===== src/rtl/rx_word_aligner.sv =====
// Word aligner behind the RX bit-alignment core: finds the training word at any bit offset,
// confirms it over LOCK_CNT consecutive valid words, then emits word-aligned data.
module rx_word_aligner #(
    parameter int unsigned                 DATA_WIDTH     = 8,
    parameter logic [DATA_WIDTH-1:0]       TRAIN_PATTERN  = 8'hB4,
    parameter int unsigned                 LOCK_CNT       = 8,
    parameter int unsigned                 SEARCH_TIMEOUT = 256
) (
    input  logic                          SCLK,
    input  logic                          RESET,
    input  logic                          BIT_ALGN_DONE,
    input  logic                          WORD_ALGN_RSTRT,
    input  logic [DATA_WIDTH-1:0]         RX_DATA,
    input  logic                          RX_VALID,
    output logic [DATA_WIDTH-1:0]         WORD_DATA,
    output logic                          WORD_VALID,
    output logic                          WORD_ALGN_DONE,
    output logic                          WORD_ALGN_ERR,
    output logic [$clog2(DATA_WIDTH)-1:0] WORD_ALGN_OFFS
);

    localparam int unsigned OFFS_W  = $clog2(DATA_WIDTH);
    localparam int unsigned TMO_W   = $clog2(SEARCH_TIMEOUT + 1);
    localparam int unsigned MATCH_W = $clog2(LOCK_CNT + 1);

    localparam logic [TMO_W-1:0]   TMO_LIMIT   = TMO_W'(SEARCH_TIMEOUT);
    localparam logic [MATCH_W-1:0] MATCH_LIMIT = MATCH_W'(LOCK_CNT);

    typedef enum logic [2:0] {
        ST_IDLE,
        ST_SEARCH,
        ST_CONFIRM,
        ST_LOCKED,
        ST_ERR
    } state_t;

    state_t               state, state_nxt;
    logic [OFFS_W-1:0]    offset, offset_nxt;
    logic [MATCH_W-1:0]   match_cnt, match_nxt;
    logic [TMO_W-1:0]     tmo_cnt, tmo_nxt, tmo_inc;
    logic [DATA_WIDTH-1:0] prev;

    logic [2*DATA_WIDTH-1:0] window;
    logic [DATA_WIDTH-1:0]   cand [DATA_WIDTH];
    logic [DATA_WIDTH-1:0]   hit_vec;
    logic                    hit;
    logic [OFFS_W-1:0]       hit_offs;
    logic                    emit;

    // Earlier word occupies the low half so cand(k) is the word starting k bits late.
    assign window = {RX_DATA, prev};

    for (genvar k = 0; k < DATA_WIDTH; k++) begin : g_cand
        assign cand[k]    = window[k +: DATA_WIDTH];
        assign hit_vec[k] = (cand[k] == TRAIN_PATTERN);
    end

    always_comb begin
        hit      = 1'b0;
        hit_offs = '0;
        for (int unsigned i = 0; i < DATA_WIDTH; i++) begin
            if (!hit && hit_vec[i]) begin
                hit      = 1'b1;
                hit_offs = OFFS_W'(i);
            end
        end
    end

    always_comb begin
        state_nxt  = state;
        offset_nxt = offset;
        match_nxt  = match_cnt;
        tmo_nxt    = tmo_cnt;
        tmo_inc    = (tmo_cnt == TMO_LIMIT) ? tmo_cnt : tmo_cnt + 1'b1;

        if (WORD_ALGN_RSTRT || (state != ST_IDLE && !BIT_ALGN_DONE)) begin
            state_nxt  = ST_IDLE;
            offset_nxt = '0;
            match_nxt  = '0;
            tmo_nxt    = '0;
        end else begin
            case (state)
                ST_IDLE: begin
                    offset_nxt = '0;
                    match_nxt  = '0;
                    tmo_nxt    = '0;
                    if (BIT_ALGN_DONE) state_nxt = ST_SEARCH;
                end
                ST_SEARCH: begin
                    if (RX_VALID) begin
                        tmo_nxt = tmo_inc;
                        if (tmo_inc == TMO_LIMIT) begin
                            state_nxt = ST_ERR;
                        end else if (hit) begin
                            offset_nxt = hit_offs;
                            match_nxt  = MATCH_W'(1);
                            state_nxt  = (LOCK_CNT == 1) ? ST_LOCKED : ST_CONFIRM;
                        end
                    end
                end
                ST_CONFIRM: begin
                    if (RX_VALID) begin
                        tmo_nxt = tmo_inc;
                        if (tmo_inc == TMO_LIMIT) begin
                            state_nxt = ST_ERR;
                        end else if (cand[offset] == TRAIN_PATTERN) begin
                            match_nxt = match_cnt + 1'b1;
                            if (match_nxt == MATCH_LIMIT) state_nxt = ST_LOCKED;
                        end else begin
                            match_nxt = '0;
                            state_nxt = ST_SEARCH;
                        end
                    end
                end
                ST_LOCKED, ST_ERR: ;
                default: state_nxt = ST_IDLE;
            endcase
        end
    end

    // Words are only forwarded while the lock survives this cycle, so a drop or restart
    // suppresses WORD_VALID on the same edge that DONE falls.
    assign emit = RX_VALID && (state == ST_LOCKED) && (state_nxt == ST_LOCKED);

    always_ff @(posedge SCLK) begin
        if (RESET) begin
            state          <= ST_IDLE;
            offset         <= '0;
            match_cnt      <= '0;
            tmo_cnt        <= '0;
            prev           <= '0;
            WORD_DATA      <= '0;
            WORD_VALID     <= 1'b0;
            WORD_ALGN_DONE <= 1'b0;
            WORD_ALGN_ERR  <= 1'b0;
        end else begin
            state          <= state_nxt;
            offset         <= offset_nxt;
            match_cnt      <= match_nxt;
            tmo_cnt        <= tmo_nxt;
            if (RX_VALID) prev <= RX_DATA;
            WORD_VALID     <= emit;
            if (emit) WORD_DATA <= cand[offset];
            WORD_ALGN_DONE <= (state_nxt == ST_LOCKED);
            WORD_ALGN_ERR  <= (state_nxt == ST_ERR);
        end
    end

    assign WORD_ALGN_OFFS = offset;

endmodule


===== config.mk =====
export PLATFORM = sky130hd
export DESIGN_NAME = rx_word_aligner
export DESIGN_NICKNAME = d
export VERILOG_FILES = /design/src/rtl/rx_word_aligner.sv
export SDC_FILE = /design/constraint.sdc
export NUM_CORES = 1
export LEC_CHECK = 0
export BUFFER_PORTS_ARGS = -buffer_cell sky130_fd_sc_hd__buf_4
export CAP_MARGIN = 5
export CORE_ASPECT_RATIO = 1.25
export CORE_UTILIZATION = 40
export CTS_CLUSTER_DIAMETER = 60
export CTS_CLUSTER_SIZE = 8
export DETAILED_ROUTE_END_ITERATION = 8
export SLEW_MARGIN = 20
export SYNTH_ARGS = -nofsm -noshare
export SYNTH_HDL_FRONTEND = slang
export SYNTH_SLANG_ARGS = --single-unit

===== constraint.sdc =====
create_clock -name SCLK -period 5.99 [get_ports SCLK]
set_input_delay 1.198 -clock SCLK [delete_from_list [all_inputs] [get_ports SCLK]]
set_output_delay 1.198 -clock SCLK [all_outputs]
set_load 0.02 [all_outputs]

# Word-level counts from Yosys, hierarchy flattened
# Index checks and enable logic that the tools add are counted.
[totals] regBits=38 input_bits=13 out_inout_bits=14 word_cells=109
[op_classes] addsub=2 magnitude_cmp=1 n_eq_ne=24 n_mux=42 bitwise=1 reduce_logical=30
[ops] cell="8-bit == test, second input constant" count=9
[ops] cell="3-bit 2-to-1 mux" count=18
[ops] cell="8-bit binary-select mux with 3-bit select" count=1
[ops] cell="4-bit 2-to-1 mux" count=6
[ops] cell="9-bit == test, second input constant" count=2
[ops] cell="9-bit 2-to-1 mux" count=2
[ops] cell="9-bit case mux with 2 select lines" count=1
[ops] cell="8-bit 2-to-1 mux" count=2
[ops] cell="3-bit case mux with 4 select lines" count=1
[ops] cell="4-bit case mux with 3 select lines" count=1
[ops] cell="1-bit logical AND" count=10
[ops] cell="2-bit inequality test, second input constant" count=5
[ops] cell="9-bit by 1-bit adder with 9-bit output, second input constant" count=1
[ops] cell="3-bit by 2-bit == test with 1-bit output, second input constant" count=3
[ops] cell="1-bit 2-to-1 mux" count=9
[ops] cell="1-bit zero test" count=8
[ops] cell="3-bit == test, second input constant" count=2
[ops] cell="3-bit case mux with 2 select lines" count=1
[ops] cell="6-bit AND reduction" count=1
[ops] cell="3-bit nonzero test" count=2
[ops] cell="2-bit OR reduction" count=3
[ops] cell="4-bit by 1-bit adder with 4-bit output, second input constant" count=1
[ops] cell="4-bit == test, second input constant" count=1
[ops] cell="4-bit >= comparator, second input constant" count=1
[ops] cell="other kinds (8)" count=9

# Longest topological paths before layout
# Gate-level depths: netlist (run 1).
[logic_depth] word_depth=30 depth_mapped=9 ltp_nobuf=8

# Least setup slack after synthesis (run 1)
# No wires, ideal clock.
[synth_path] path_type="in2reg" startpoint="input RX_DATA[2]" endpoint="register match_cnt[2]" setup_ns=0.057 arrival_ns=3.127 required_time_ns=5.933 path_slack_ns=2.806 stages=7 path_buffers=0 cell_sequence="mux4_2 > mux2i_1 > nand2_1 > or4b_4 > or4b_4 > a21oi_1 > a21o_1"
[synth_via] elab_chain_cells=17 word_cells_on_any_way=29 classes_between="7 x eq/ne; 12 x mux; 10 x reduce/logical"
[synth_rtl] element="start: declaration" line_no="13" rtl="input logic [DATA_WIDTH-1:0] RX_DATA,"
[synth_rtl] element="8-bit == test" line_no="55" rtl="assign hit_vec[k] = (cand[k] == TRAIN_PATTERN);"
[synth_rtl] element="1-bit logical AND" line_no="62" rtl="if (!hit && hit_vec[i]) begin"
[synth_rtl] element="1-bit 2-to-1 mux" line_no="62"
[synth_rtl] element="1-bit zero test" line_no="62"
[synth_rtl] element="1-bit logical AND" line_no="62"
[synth_rtl] element="1-bit 2-to-1 mux" line_no="62"
[synth_rtl] element="1-bit zero test" line_no="62"
[synth_rtl] element="1-bit logical AND" line_no="62"
[synth_rtl] element="1-bit 2-to-1 mux" line_no="62"
[synth_rtl] element="1-bit zero test" line_no="62"
[synth_rtl] element="1-bit logical AND" line_no="62"
[synth_rtl] element="1-bit 2-to-1 mux" line_no="62"
[synth_rtl] element="1-bit zero test" line_no="62"
[synth_rtl] element="1-bit logical AND" line_no="62"
[synth_rtl] element="1-bit 2-to-1 mux" line_no="62"
[synth_rtl] element="2-bit inequality test (no line)"
[synth_rtl] element="6-bit AND reduction (no line)"
[synth_rtl] element="end signal: assignment" line_no="139" rtl="match_cnt <= match_nxt;"
[synth_rtl] element="end: declaration" line_no="39" rtl="logic [MATCH_W-1:0] match_cnt, match_nxt;"
# Several ways; a longest one is shown, not always the timed one. The select of a mux whose other input is x is not followed.
# A chain may end at the register's enable or synchronous reset.

# Worst setup path after layout (run 1)
[layout_path] startpoint="input RX_DATA[2]" endpoint="register match_cnt[3]"
# Same word-level chain as after synthesis.

==> run metrics, run 1 <==
hold buffers post-CTS 0; synthesis-stage register bit count 38; Final setup viols 0; core area 5934 um2; headroom to the max-slew limit 0.5178; die area 6601 um2; clk_lat worst skew 300 ps; Starting Density 0.4231; Total Neg Setup Slack 0 ps; Total GRT Usage 0.1937; CTS Buffer Depth 2; grt met1 use 0.2594; internal power 0.4041 mW; hold path endpoint WORD_DATA[6]; fillers 589; post-route cell area 2856 um2; Clock Pin Slew Worst Setup and Hold Paths 80 ps; crit path kind input port to flop; Peak supply drop 104.5 uV; initial antenna violation count 0; via density per instance 5.658; DRC 0; HP Start WORD_DATA[6]; # placed instances 393; Total Routed Length 5811 um; antenna-violating nets left 0; Area Overhead vs Synth 13.75%; CTS H-tree lvls 2; synth warn 0; crit path max fanout 9; post-synthesis async set-or-reset flop share 0; TritonCTS clock tree yes; First DRT Iteration DRCs 143; CP endpoint kind flop; total CTS buffers 5; Post-CTS Setup Bufs 0; multi-input logic area 1644 um2; CTS sink cnt 38; Seq pwr share 0.488; Worst Hold Depth 2; min-delay worst type flop to flop; Mapped Cells 299; FF/Latch Area 760.7 um2; number of global-route vias before repair 2156; largest net degree at the start of global routing 18; achievable clock frequency 0.3157 GHz; Post-synth EDFFs 0; Final Hold Fails 0; Switching Power 0.1365 mW; M2 GR Usage 0.3201; R2R Setup Slk 2980 ps; post-synthesis sequential area ratio 0.3029; Area after DPL 2748 um2; Detail Placement HPWL 4226 um; first drt pass iteration count 4; post-cts sizing count 0; Setup crit start kind input port; power share of the clock group 0.408; Gate power share 0.104; count of different cell masters after synthesis 55; R2R cell count 7; fin cells 401; first-pass GRT wire length 10250 um; PortBufs 26; RSZ-0062 raised after global routing no; sw frac 0.2525; Mapped Area 2511 um2; crit path DAT 3410 ps; clk_skew 11.53 ps; period utilisation layout 0.5288; Congestion Overflow GR 0; Leak 1.034 nW; overall die width 72.87 um; Most Used Layer, Global Route met2; layout cells sized above 1 0.1473; met3 Use GR 0.03013; final net count 334; final core utilization 0.4813; Worst-Margin Slew 716.7 ps; Vias 2269; status finished, final reports clean; num rows 31; post-DR wirelength/cell 14.49 um; Top-Level Pins 27; clk root buf clkbuf_8; syn avg cell area 8.399 um2; Max Cap Viol 0; total chip power 0.5406 mW; syn nets 315; die height 90.59 um; CP required 6230 ps; worst flop-to-flop path endpoint match_cnt[3]; Ant. Diodes 0; Pwr Density 189.2 nW/um2; routability congestion estimate 0.9184; Tmin final 3168 ps; final slew viol count 0; Worst R2R Start WORD_ALGN_OFFS[1]; Main synth FF type dfxtp_1
[power by group through the flow]
| stage | sequential (mW) | combinational (mW) | clock [mW] |
|---|---|---|---|
| global placement | 0.269 | 0.0559 | 0 |
| detailed placement | 0.269 | 0.0560 | 0 |
| floorplan | 0.266 | 0.0385 | 0 |
| finish | 0.264 | 0.0561 | 0.221 |
| global route | 0.264 | 0.0625 | 0.238 |
| CTS | 0.263 | 0.0562 | 0.227 |
[registers in the layout, summed over array words and instances, names as in the netlist]
signal          flops
WORD_ALGN_ERR       1
WORD_DATA           8
prev                8
match_cnt           4
WORD_VALID          1
WORD_ALGN_OFFS      3
state               3
WORD_ALGN_DONE      1
tmo_cnt             9
[cells in the mapped netlist, types with 2 or more instances]
library cell   n  area share
nand2_1       19       0.028
or4b_4         2       0.011
or3_1          2      0.0050
a31oi_1        3      0.0075
nand4_1        5       0.012
nor3_1         8       0.016
mux2i_1       25        0.10
inv_1          7       0.010
o21ai_1        2      0.0040
mux4_2         5       0.045
dfxtp_1       38        0.30
o22ai_1        2      0.0050
nor2_1        46       0.069
nor4_1         6       0.015
o21ai_0       11       0.022
clkbuf_1      10       0.015
mux2_2         3       0.013
and2_1         2      0.0050
a21oi_1       19       0.038
nor3b_1        5       0.015
or4_1          2      0.0060
a211oi_1       8       0.024
nor4b_1        2      0.0070
buf_1          3      0.0045
nor2b_1        9       0.022
and3_1         4       0.010
nand2b_1       7       0.017
and4b_1        2      0.0080
a21o_1         2      0.0060
nand3_1        5       0.010
xnor2_1        3       0.010
mux4_1         3       0.031
a311oi_1       2      0.0070
buf_6          2      0.0090
ha_1           3       0.015
a22oi_1        3      0.0090
[worst max-delay path by stage]
stage | endpoint | from | slack [ps] | depth (start not counted)
floorplan | match_cnt[2] | RX_DATA[2] | 2810 | 7
global placement | match_cnt[3] | RX_DATA[2] | 2580 | 8
detailed placement | match_cnt[3] | RX_DATA[2] | 2520 | 8
CTS | match_cnt[3] | RX_DATA[2] | 2830 | 8
global route | match_cnt[3] | RX_DATA[2] | 2710 | 8
finish | match_cnt[3] | RX_DATA[2] | 2820 | 8
[per-layer routing]
layer / vias up / wire (um)
li1: 1150 / -
met5: - / 0
met4: 0 / 69
met2: 41 / 2752
met1: 1072 / 2800
met3: 6 / 189
[through the flow]
step	setup WS [ps]	hold slack, ps
floorplan	2806	455.3
global placement	2580	472.6
detailed placement	2516	470.7
CTS	2826	484.8
global route	2707	494.8
finish	2822	485.6
[critical path, cell delays in order]
cell and delay [ps]:
buf_4 140, mux4_2 490, mux2i_1 200, nand2_1 80, or4b_4 550, or4b_4 500, a21oi_1 150, a21o_1 90
[kinds of logic after synthesis]
group / share of synthesized area
buffers and inverters: 0.04235
muxes: 0.1893
and+or+nand+nor: 0.2755
xor gates and xnor gates: 0.01395
AOI/OAI and AO/OA: 0.1609
adders and majority gates: 0.01495
DFF: 0.3029
[placed cells by master, fill, tap and decap left out, types with 6 or more instances in the layout]
cell and n:
inv_1 7, a21oi_1 19, buf_4 28, nand2_1 19, mux2i_1 25, o21ai_0 11, nor4_1 6, a211oi_1 8
dfxtp_1 38, nor2b_1 9, nor2_1 46, nor3_1 8, nand2b_1 7
[cell type report]
cell class,instances,area share
tap,82,0.03592
clock buffer,5,0.02409
sequential,38,0.2663
clock inverter,3,0.01402
inverter,8,0.01051
timing repair buffer,28,0.07359
multi-input combinational,237,0.5756
No activity file was read; power rests on OpenSTA's default activity.
==> run 2, diff against run 1 <==
Settings changed: ABC_AREA set to 1.
Clock period 5.99 ns to 3.1 ns, I/O delays scaled along.
==> run metrics, run 2 <==
fin cells 566 (was 401); Max Cap Viol 0 (unchanged); met2 wire length 3253 um (was 2752 um); Tmin final 2161 ps; num rows 33 (was 31); CTS H-tree lvls 2 (unchanged); antenna-violating nets left 0 (unchanged); Worst Hold Depth 2 (unchanged); CP required 3320 ps (was 6230 ps); Max Used Layer met4 (unchanged); Post-CTS Setup Bufs 0 (unchanged); Setup crit start kind flop (was input port); clk_skew 6.678 ps (was 11.53 ps); count of different cell masters after synthesis 36 (was 55); number of global-route vias before repair 2513 (was 2156); Pwr Density 352.4 nW/um2 (was 189.2 nW/um2); CTS sink cnt 38 (unchanged); most frequent cells after synthesis 152 x nand2_1, 50 x inv_1, 47 x nand3_1 (was 46 x nor2_1, 38 x dfxtp_1, 25 x mux2i_1); first-pass GRT wire length 11430 um (was 10250 um); CP endpoint kind flop (unchanged); met3 WL post-DR 233 um (was 189 um); die area 7299 um2 (was 6601 um2); total CTS buffers 5 (unchanged); synth warn 0 (unchanged); final core utilization 0.4681 (was 0.4813); Final setup viols 0 (unchanged); worst setup path endpoint WORD_ALGN_DONE (was match_cnt[3]); period utilisation layout 0.6972; final net count 495 (was 334); clk root buf clkbuf_8 (unchanged); syn nets 475 (was 315); # placed instances 559 (was 393); most used cell, CP nand2_1 (was or4b_4); commonest non-fill, non-tap cells in the layout 152 x nand2_1, 50 x inv_1, 47 x nand3_1, 46 x nor2_1, 38 x dfxtp_1 (was 46 x nor2_1, 38 x dfxtp_1, 28 x buf_4, 25 x mux2i_1); Detail Placement HPWL 5156 um (was 4226 um); Total Routed Length 6706 um (was 5811 um); TritonCTS clock tree yes (unchanged); first drt pass iteration count 4 (unchanged); overall die width 76.62 um (was 72.87 um); DRC 0 (unchanged); Total GRT Usage 0.1958 (was 0.1937); Final Hold Fails 0 (unchanged); R2R cell count 14 (was 7); Top-Level Pins 27 (unchanged); fillers 723 (was 589); Mapped Area 2784 um2 (was 2511 um2); crit path max fanout 17 (was 9); syn avg cell area 6.065 um2 (was 8.399 um2); top cells by area, synth dfxtp_1 27%, nand2_1 20%, nand3_1 8.4%, inv_1 6.7%, nor2_1 6.2% (was dfxtp_1 30%, mux2i_1 10%, nor2_1 6.9%, mux4_2 4.5%, a21oi_1 3.8%); Mapped Cells 459 (was 299); Starting Density 0.4188 (was 0.4231); Worst Setup SP WORD_ALGN_OFFS[0] (was RX_DATA[2]); status finished, final reports clean (unchanged); PortBufs 26 (unchanged); Area Overhead vs Synth 11.78% (was 13.75%); largest reg by FF count tmo_cnt (unchanged); post-DR wirelength/cell 11.85 um (was 14.49 um); Yosys top cell by area dfxtp_1 (unchanged); Congestion Overflow GR 0 (unchanged); die height 95.27 um (was 90.59 um); Total Neg Setup Slack 0 ps (unchanged); worst flop-to-flop path endpoint WORD_ALGN_DONE (was match_cnt[3]); most common cell in the netlist nand2_1 (was nor2_1); max reg flops 9 (unchanged); headroom to the max-slew limit 0.5625 (was 0.5178); CTS Buffer Depth 2 (unchanged); Clock Pin Slew Worst Setup and Hold Paths 80 ps (about the same); clk_lat worst skew 290 ps (was 300 ps); layout cells sized above 1 0.1524 (was 0.1473); Worst R2R Start WORD_ALGN_OFFS[0] (was WORD_ALGN_OFFS[1]); Ant. Diodes 0 (unchanged); Worst path max stage delay 730 ps (was 550 ps); Main synth FF type dfxtp_1 (unchanged); slowest CP cell dfxtp_1 (was or4b_4); R2R Setup Slk 940 ps (was 2980 ps); most common cell after layout, fill and taps aside nand2_1 (was nor2_1); largest net degree at the start of global routing 22 (was 18); Regs by FF count tmo_cnt x9, WORD_DATA x8, prev x8 (unchanged); synthesis-stage register bit count 38 (unchanged); hold buffers post-CTS 0 (unchanged); HP Start WORD_DATA[4] (was WORD_DATA[6]); post-cts sizing count 0 (unchanged); Vias 2779 (was 2269); min-delay worst type flop to flop (unchanged); Worst-Margin Slew 653.8 ps (was 716.7 ps); Post-synth EDFFs 0 (unchanged); initial antenna violation count 0 (unchanged); achievable clock frequency 0.4627 GHz; via density per instance 4.910 (was 5.658); RSZ-0062 raised after global routing no (unchanged); crit path kind flop to flop (was input port to flop); share of the synthesized area in the top cell type 0.2733 (was 0.3029); crit path DAT 2380 ps (was 3410 ps); routability congestion estimate 0.8397 (was 0.9184); met1 WL 3129 um (was 2800 um); final slew viol count 0 (unchanged); First DRT Iteration DRCs 130 (was 143); post-synthesis sequential area ratio 0.2733 (was 0.3029); Peak supply drop 211.8 uV (was 104.5 uV); crit-path cells inv_6 > nand2_1 > nand3_1 > nand2_1 > nand2_1 > nand2_1 > nand2_1 > nor2_2 > nand3_2 > clkinv_1 > nand2_1 > nand3_2 > nand2_1 > nor2_1 (was buf_4 > mux4_2 > mux2i_1 > nand2_1 > or4b_4 > or4b_4 > a21oi_1 > a21o_1); post-synthesis async set-or-reset flop share 0 (unchanged); core area 6648 um2 (was 5934 um2); Leak 1.443 nW (was 1.034 nW)
==> run 2: report_power, final <==
| group | leakage, nW | switching, mW | internal [mW] |
|---|---|---|---|
| combinational | 1.08 | 0.0959 | 0.0520 |
| clock | 0.0573 | 0.173 | 0.258 |
| sequential | 0.309 | 0.0196 | 0.498 |
| total | 1.44 | 0.289 | 0.808 |
==> run 2: logic make-up after synthesis <==
| logic type | share of synthesized area |
|---|---|
| AOI/OAI and AO/OA | 0.09663 |
| adders and majority gates | 0.01348 |
| xor gates and xnor gates | 0.01888 |
| buffers and inverters | 0.1133 |
| DFF | 0.2733 |
| and+or+nand+nor | 0.4845 |
==> run 2: layout make-up <==
class	instances	area [um2]	share of cell area
Clock inverter	1	30.03	0.009650
Multi-Input combinational cell	349	1708	0.5489
Inverter	59	226.5	0.07278
Sequential cell	38	760.7	0.2445
Clock buffer	6	82.58	0.02654
Tap cell	87	108.9	0.03498
Timing Repair Buffer	26	195.2	0.06273
==> run 2: critical path: cells and delay by family, from the launching register on <==
family,cells,cell delay [ps]
DFF,1,730
and+or+nand+nor,12,1100
buffers and inverters,2,230
==> run 2: worst min-delay path by stage <==
| stage | to | slack [ps] |
|---|---|---|
| floorplan | tmo_cnt[6] | 470 |
| CTS | WORD_DATA[4] | 470 |
| finish | WORD_DATA[4] | 470 |
| global route | WORD_DATA[2] | 490 |
| detailed placement | WORD_DATA[4] | 460 |
| global placement | WORD_DATA[4] | 460 |
==> run 2: metal layers <==
metal,vias to the layer above,track usage
li1,1493,-
met1,1232,0.2410
met2,47,0.3529
met3,7,0.02871
met4,0,0.05929
met5,-,0
==> run 2: per-stage QoR <==
step	hold WS [ps]	setup WS (ps)	power [mW]	area, um2
finish	467.3	938.5	1.097	3112
global route	493.2	701.7	1.157	3112
CTS	474.4	943.4	1.110	3112
detailed placement	463.8	971.5	0.6770	2999
global placement	457.4	1019	0.6769	2999
floorplan	467.2	1349	0.6327	2784
